<file path="config.mk">
export PLATFORM = sky130hd
export DESIGN_NAME = clk_div_monitor
export DESIGN_NICKNAME = d
export VERILOG_FILES = /design/src/rtl/clkmon_pkg.sv /design/src/rtl/edge_sync.sv /design/src/rtl/clk_div_monitor.sv
export SDC_FILE = /design/constraint.sdc
export NUM_CORES = 1
export LEC_CHECK = 0
export BUFFER_PORTS_ARGS = -buffer_cell sky130_fd_sc_hd__buf_4
export CORE_ASPECT_RATIO = 1.5
export CORE_MARGIN = 4
export CORE_UTILIZATION = 61
export DETAILED_ROUTE_END_ITERATION = 10
export PLACE_DENSITY = 0.85
export SYNTH_ARGS = -nofsm -noshare
export SYNTH_HDL_FRONTEND = slang
export SYNTH_SLANG_ARGS = --single-unit
</file>
<file path="constraint.sdc">
create_clock -name clk -period 5.6 [get_ports clk]
set_input_delay 0.84 -clock clk [delete_from_list [all_inputs] [get_ports clk]]
set_output_delay 0.84 -clock clk [all_outputs]
set_load 0.1 [all_outputs]
</file>
<file path="src/rtl/clkmon_pkg.sv">
// Shared state encoding and default parameters for the divided-clock monitor.
package clkmon_pkg;

  typedef enum logic [1:0] {
    IDLE    = 2'd0,
    MEASURE = 2'd1,
    LOCKED  = 2'd2
  } clkmon_state_e;

  localparam int N_EXP_DEF    = 3;
  localparam int CNT_W_DEF    = 8;
  localparam int LOCK_CNT_DEF = 4;

  // Width of the consecutive-good-period counter.
  localparam int GOOD_W = 3;

endpackage

</file>
<file path="src/rtl/edge_sync.sv">
// Two-flop synchronizer plus history flop for a sampled strobe; gives the
// synchronized level, combinational edge detects and registered edge pulses.
module edge_sync (
  input  logic clk,
  input  logic reset,
  input  logic din,
  output logic level,
  output logic rise_det,
  output logic fall_det,
  output logic rise_pulse,
  output logic fall_pulse
);

  logic s1, s2, s3;

  // NOTE: non-blocking assignments so each stage captures the previous stage's old value.
  always_ff @(posedge clk) begin
    if (!reset) begin
      s1         <= 1'b0;
      s2         <= 1'b0;
      s3         <= 1'b0;
      rise_pulse <= 1'b0;
      fall_pulse <= 1'b0;
    end else begin
      s1         <= din;
      s2         <= s1;
      s3         <= s2;
      rise_pulse <= rise_det;
      fall_pulse <= fall_det;
    end
  end

  assign level    = s2;
  assign rise_det = s2 & ~s3;
  assign fall_det = ~s2 & s3;

endmodule

</file>
<file path="src/rtl/clk_div_monitor.sv">
// Measures period and high time of a divided clock sampled as data on clk,
// and asserts lock after LOCK_CNT consecutive periods equal to N_EXP.
module clk_div_monitor
  import clkmon_pkg::*;
#(
  parameter int N_EXP    = N_EXP_DEF,
  parameter int CNT_W    = CNT_W_DEF,
  parameter int LOCK_CNT = LOCK_CNT_DEF
) (
  input  logic             clk,
  input  logic             reset,
  input  logic             clk_in,
  output logic             rise_pulse,
  output logic             fall_pulse,
  output logic [CNT_W-1:0] period,
  output logic [CNT_W-1:0] high_time,
  output logic             period_valid,
  output logic             locked,
  output logic             err
);

  localparam logic [CNT_W-1:0]  CNT_MAX    = '1;
  localparam logic [CNT_W-1:0]  EXP_PERIOD = CNT_W'(N_EXP);
  localparam logic [GOOD_W-1:0] GOOD_LAST  = GOOD_W'(LOCK_CNT - 1);

  clkmon_state_e     state_q, state_d;
  logic [GOOD_W-1:0] good_q, good_d;
  logic [CNT_W-1:0]  cnt_q, cnt_d, hcnt_q, hcnt_d;
  logic [CNT_W-1:0]  cnt_inc, period_d, high_time_d;
  logic              period_valid_d, err_d;
  logic              level, rise_det, fall_det, timeout, match;

  edge_sync u_edge_sync (
    .clk        (clk),
    .reset      (reset),
    .din        (clk_in),
    .level      (level),
    .rise_det   (rise_det),
    .fall_det   (fall_det),
    .rise_pulse (rise_pulse),
    .fall_pulse (fall_pulse)
  );

  // The rise cycle itself is not yet in cnt, hence the +1 for the period.
  assign cnt_inc = cnt_q + CNT_W'(1);
  assign match   = (cnt_inc == EXP_PERIOD);
  assign timeout = (cnt_q == CNT_MAX);
  assign locked  = (state_q == LOCKED);

  // NOTE: every signal written here gets a default first, so no latches are inferred.
  always_comb begin
    state_d        = state_q;
    good_d         = good_q;
    cnt_d          = cnt_q;
    hcnt_d         = hcnt_q;
    period_d       = period;
    high_time_d    = high_time;
    period_valid_d = 1'b0;
    err_d          = 1'b0;

    if (state_q == MEASURE || state_q == LOCKED) begin
      cnt_d  = timeout ? cnt_q : cnt_inc;
      hcnt_d = (level && hcnt_q != CNT_MAX) ? hcnt_q + CNT_W'(1) : hcnt_q;
      // hcnt is cleared on the rise cycle, so it is one short of the high time.
      if (fall_det) high_time_d = hcnt_q + CNT_W'(1);

      if (rise_det) begin
        cnt_d          = '0;
        hcnt_d         = '0;
        period_valid_d = 1'b1;
        period_d       = cnt_inc;
        if (!match) begin
          err_d   = 1'b1;
          good_d  = '0;
          state_d = MEASURE;
        end else if (state_q == MEASURE) begin
          good_d = good_q + GOOD_W'(1);
          if (good_q == GOOD_LAST) state_d = LOCKED;
        end
      end else if (timeout) begin
        // Counter pinned at its maximum: treat clk_in as stuck.
        err_d   = 1'b1;
        good_d  = '0;
        cnt_d   = '0;
        hcnt_d  = '0;
        state_d = IDLE;
      end
    end else begin
      cnt_d   = '0;
      hcnt_d  = '0;
      state_d = IDLE;
      if (rise_det) begin
        good_d  = '0;
        state_d = MEASURE;
      end
    end
  end

  always_ff @(posedge clk) begin
    if (!reset) begin
      state_q      <= IDLE;
      good_q       <= '0;
      cnt_q        <= '0;
      hcnt_q       <= '0;
      period       <= '0;
      high_time    <= '0;
      period_valid <= 1'b0;
      err          <= 1'b0;
    end else begin
      state_q      <= state_d;
      good_q       <= good_d;
      cnt_q        <= cnt_d;
      hcnt_q       <= hcnt_d;
      period       <= period_d;
      high_time    <= high_time_d;
      period_valid <= period_valid_d;
      err          <= err_d;
    end
  end

endmodule
</file>
; Yosys cells after proc, flatten, opt, wreduce, memory -nomap -nowiden
; Cells that the tools add are included.
[op_classes]
n_addsub = 3
multipliers = 0
n_div = 0
magnitude_cmp = 0
n_eq_ne = 9
shift = 0
mux = 17
bitwise_logic = 6
reduce_logical = 10
[ops]
columns = operator, count
row1 = $mux 3, 6
row2 = $add 8x1->8 const B, 2
row3 = $mux 2, 6
row4 = $eq 8x2->1 const B, 1
row5 = $eq 8x8->1 const B, 1
row6 = $ne 4x3->1 const B, 2
row7 = $ne 8x8->1 const B, 1
row8 = $reduce_and 2->1, 3
row9 = $reduce_and 3->1, 2
row10 = $mux 1, 5
row11 = $not 1->1, 4
row12 = $reduce_bool 2->1, 2
row13 = $reduce_or 4->1, 1
row14 = $add 3x1->3 const B, 1
row15 = $eq 3x2->1 const B, 1
row16 = $ne 3x3->1 const B, 1
row17 = $and 1x1->1, 2
row18 = $eq 2x1->1 const B, 1
row19 = $eq 2x2->1 const B, 1
row20 = $logic_and 1x1->1, 1
row21 = $logic_or 1x1->1, 1
[totals]
regBits = 44
latchBits = 0
ramBits = 0
rom_bits = 0
elab_cells = 58
mem_count = 0

; Logic depth before layout (Yosys ltp)
[logic_depth]
depth_word = 6
ltp_mapped = 7

; By module
; A second synthesis with hierarchy kept.
[hier_totals]
hier_cells = 206
area_unflattened_um2 = 1880.6
[modules_own_cells]
columns = mod, n_inst, cells_each, area_each_um2, seq_area_each_um2
row1 = clk_div_monitor, 1, 194, 1731.7, 780.7
row2 = edge_sync, 1, 12, 148.9, 100.1

; Worst setup path before layout
; Ideal clock, no wire load.
[synth_path]
kind = register -> output
startpoint = register state_q[0]
endpoint = output port locked
arrival_ns = 1.145
required_ns = 4.760
path_slack_ns = 3.615
path_stages_with_launch = 3
n_path_buf = 0
path_cell_list = dfxtp_1 > inv_1 > ha_1
[synth_between]
elab_chain_cells = 1
[synth_rtl]
columns = element, line_no
row1 = start: declaration, clk_div_monitor.sv:26  ; clkmon_state_e state_q, state_d;
row2 = start signal: assignment, clk_div_monitor.sv:110  ; state_q <= state_d;
row3 = $eq 2x2->1, clk_div_monitor.sv:48  ; assign locked = (state_q == LOCKED);
row4 = end: declaration, clk_div_monitor.sv:18  ; output logic locked,
; Every way passes these cells.

; Worst setup path after layout
[layout_path]
startpoint = register cnt_q[0]
endpoint = register good_q[1]
[layout_between]
elab_chain_cells = 5
elab_cells_between_ends = 9
classes_between = 1 x add/sub / 3 x eq/ne / 3 x mux / 2 x reduce/logical
[layout_rtl]
columns = element, line_no
row1 = start: declaration, clk_div_monitor.sv:28  ; logic [CNT_W-1:0] cnt_q, cnt_d, hcnt_q, hcnt_d;
row2 = start signal: assignment, clk_div_monitor.sv:112  ; cnt_q <= cnt_d;
row3 = $add 8x1->8, clk_div_monitor.sv:45  ; assign cnt_inc = cnt_q + CNT_W'(1);
row4 = $eq 8x2->1, clk_div_monitor.sv:46  ; assign match = (cnt_inc == EXP_PERIOD);
row5 = $mux 3, clk_div_monitor.sv:72  ; if (!match) begin
row6 = $mux 3, clk_div_monitor.sv:67  ; if (rise_det) begin
row7 = $mux 3, clk_div_monitor.sv:61  ; if (state_q == MEASURE || state_q == LOCKED) begin
row8 = end signal: assignment, clk_div_monitor.sv:111  ; good_q <= good_d;
row9 = end: declaration, clk_div_monitor.sv:27  ; logic [GOOD_W-1:0] good_q, good_d;
; Several ways; a longest one is shown, not always the timed one.
; A chain may end at the register's enable or synchronous reset.

==> impl_results.md <==
- Share of the synthesized area in the top cell type: 0.4322
- Sw power: 128.9 uW
- First-pass DRT Iterations: 4
- Clock Skew: 0.003915 ns
- Largest family of logic cells by synthesized area: simple AND/OR/NAND/NOR gates
- Global-route wire length before repair: 6.686 mm
- Routed length per instance: 13.97 microns
- Largest net degree at the start of global routing: 20
- Sequential fraction of the synthesis area: 0.4322
- Nets: 250
- Net Sw Frac: 0.2114
- Final period util: 0.3980
- CTS tree: built
- DP HPWL: 2.814 mm
- Crit path kind: flop to flop
- Ports: 24
- Grt total ovfl: 0
- Fin. max-slew vios: 0
- Asr flop ratio synth: 0
- DRC viols: 0
- Worst slew pin tran: 0.9846 ns
- GP Congestion: 0.7729
- Vias: 1572
- Mean post-synth cell area: 9.350 sq um
- Critical Path RT: 5.84 ns
- Synth Area in Compound Gates: 0.1510
- Clock Latency Late Sink: 0.29 ns
- Ranking of synthesized cells by area: dfxtp_1 (43%), nor2_1 (8.1%), xnor2_1 (5.6%), a211oi_1 (5.5%), ha_1 (4.3%)
- Multiplexer share of the synthesized area: 0.02210
- Multi-input gate area: 1080 sq um
- Num Clock Sinks: 44
- Setup bufs post-CTS: 0
- Leak: 0.8437 nW
- Slew headroom: 0.3412
- Primary FF master, synth: dfxtp_1
- Post-CTS Hold Fix Bufs: 0
- Register clock-pin slew on the reported worst setup and hold paths: 0.08 ns
- Area after DPL: 2217 sq um
- Vias per Instance: 5.594
- Vias in the first global route: 1529
- Initial antenna violation count: 0
- Clock Power Share: 0.427
- Num CTS Buffers: 5
- H-Tree Depth: 2
- Post-route non-filler standard cell count: 281
- Reg power frac: 0.522
- N_diodes: 0
- Max-Cap Viols: 0
- Worst path arrival time: 2.47 ns
- Outcome: completed
- Critical Path Fanout Max: 6
- Initial Util: 0.6388
- Row count: 25
- Hold Path Class: flop to flop
- Design area: 2344 sq um
- Seq cells post-synth: 44
- ANT nets after route: 0
- Setup violations, final: 0
- Post-route setup slack: 3.371 ns
- Clk root buf: clkbuf_8
- Core box area: 3191 sq um
- Synth unique cells: 45
- Seq. cell area: 880.8 sq um
- Post_cts resized: 0
- Die area: 4349 sq um
- Area share of and/or/nand/nor cells after synthesis: 0.2228
- Peak supply drop: 0.2581 mV
- Comb pwr share: 0.051
- I/O Buffers: 23
- Clock buffer depth: 2
- Area grow syn2layout: 14.98%
- Yosys warns: 0
- Die Y: 78.80 microns
- Setup TNS: 0 ns
- Startpoint types: flop
- Die W: 55.20 microns
- Crit end category: flop
- Synth Cell Area: 2038 sq um
- DP Worst Slack: 3.368 ns
- Post-synth EDFFs: 0
- Unrepaired setup endpoints after global routing: false
- Placed Instances: 273
- Pwr per Cell Area: 260.2 nW/um^2
- Final min period: 2.229 ns
- Initial DRC Count: 44
- Final Hold Viols: 0
- Synth Area in Adders: 0.04297
- Area leader, netlist: dfxtp_1
- Layout cells sized above 1: 0.1743
- GR Util All Layers: 0.2072
- Power Internal: 480.8 uW
- Fill cell count: 258
- Syn nets: 228
- Synth Area in XOR/XNOR: 0.09085
- Cells after Synth: 218
- Routed WL: 3.925 mm
- Fmax: 448.7 MHz
==> registers in the layout (all words and copies together), names as in the netlist <==
signal                  flops
cnt_q                       8
hcnt_q                      8
high_time                   8
period                      8
good_q                      3
state_q                     2
err                         1
period_valid                1
u_edge_sync.fall_pulse      1
u_edge_sync.level           1
u_edge_sync.rise_pulse      1
u_edge_sync.s1              1
u_edge_sync.s3              1
==> worst max-delay path, stage by stage, from the launching register on <==
cell       delay (ns)
dfxtp_1          0.44
ha_1             0.34
and3_1           0.27
mux2_4           0.35
a2111oi_0        0.53
a32oi_1          0.18
nand2_1          0.07
==> cell families after synthesis <==
kind of cell,after synthesis
xor+xnor,19
flops,44
fa+ha+maj,7
mux,4
compound gates,35
buf+inv,17
simple gates,92
==> worst paths after layout <==
check | endpoint | cells past startpoint | from | slack, ns
setup / recovery | good_q[1] | 6 | cnt_q[0] | 3.37
hold / removal | u_edge_sync.level | 1 | u_edge_sync.s1 | 0.47
setup reg to reg | good_q[1] | 6 | cnt_q[0] | 3.37
hold reg to reg | u_edge_sync.level | 1 | u_edge_sync.s1 | 0.47
==> layout make-up <==
type | instances | area share
inverters | 9 | 0.01442
well taps | 40 | 0.02136
multi-input cells | 157 | 0.4608
clock inverters | 1 | 0.01281
flip-flops and latches | 44 | 0.3759
repair buffers | 23 | 0.07368
clock buffers | 7 | 0.04111
==> metal layers <==
layer  track usage  routed length (microns)  vias up
met5             0                        0        -
met4       0.09976                       91        0
met3       0.04503                      119        8
met2        0.3436                     2058       27
met1        0.2422                     1656      732
li1              -                        -      805
==> power by group through the flow <==
stage / clock (mW) / sequential (mW) / combinational, mW
after floorplan: 0 / 0.336 / 0.0133
after global placement: 0 / 0.326 / 0.0303
after detailed placement: 0 / 0.326 / 0.0308
after CTS: 0.268 / 0.318 / 0.0309
after global routing: 0.278 / 0.319 / 0.0329
final: 0.260 / 0.318 / 0.0308
==> per-stage QoR <==
stage                 util  total power [mW]  hold slack [ns]
floorplan                -            0.3494           0.4118
global placement    0.6949            0.3559           0.4169
detailed placement  0.6949            0.3566           0.4385
CTS                 0.7345            0.6170           0.4647
global route        0.7345            0.6300           0.4779
finish              0.7345            0.6097           0.4709
==> cells in the mapped netlist (all sizes together), types with 2 or more instances <==
library cell,count
o21ai,3
clkbuf,4
or3,2
inv,8
xnor2,14
and2,4
nand3,4
nor3,3
nand2b,3
a41oi,3
nand2,13
dfxtp,44
ha,7
nor2b,2
nor2,45
xor2,5
buf,4
nand3b,2
nand4,4
a32oi,2
mux2i,3
and3,6
a2111oi,3
a21oi,3
nor3b,3
a211oi,15
==> placed cells by master (no fill, tap or decap), types with 2 or more instances in the layout <==
cell type	instances
a2111oi_0	2
a211oi_1	15
a21oi_1	2
a32oi_1	2
a41oi_1	3
and2_1	3
and3_1	5
buf_4	23
clkbuf_8	7
dfxtp_1	44
ha_1	7
inv_1	8
mux2i_1	3
nand2_1	13
nand2b_1	3
nand3_1	4
nand3b_1	2
nand4_1	3
nor2_1	44
nor2b_1	2
nor3_1	3
nor3b_1	2
o21ai_0	3
or3_1	2
xnor2_1	13
xor2_1	5
(Power assumes the default switching activity.)
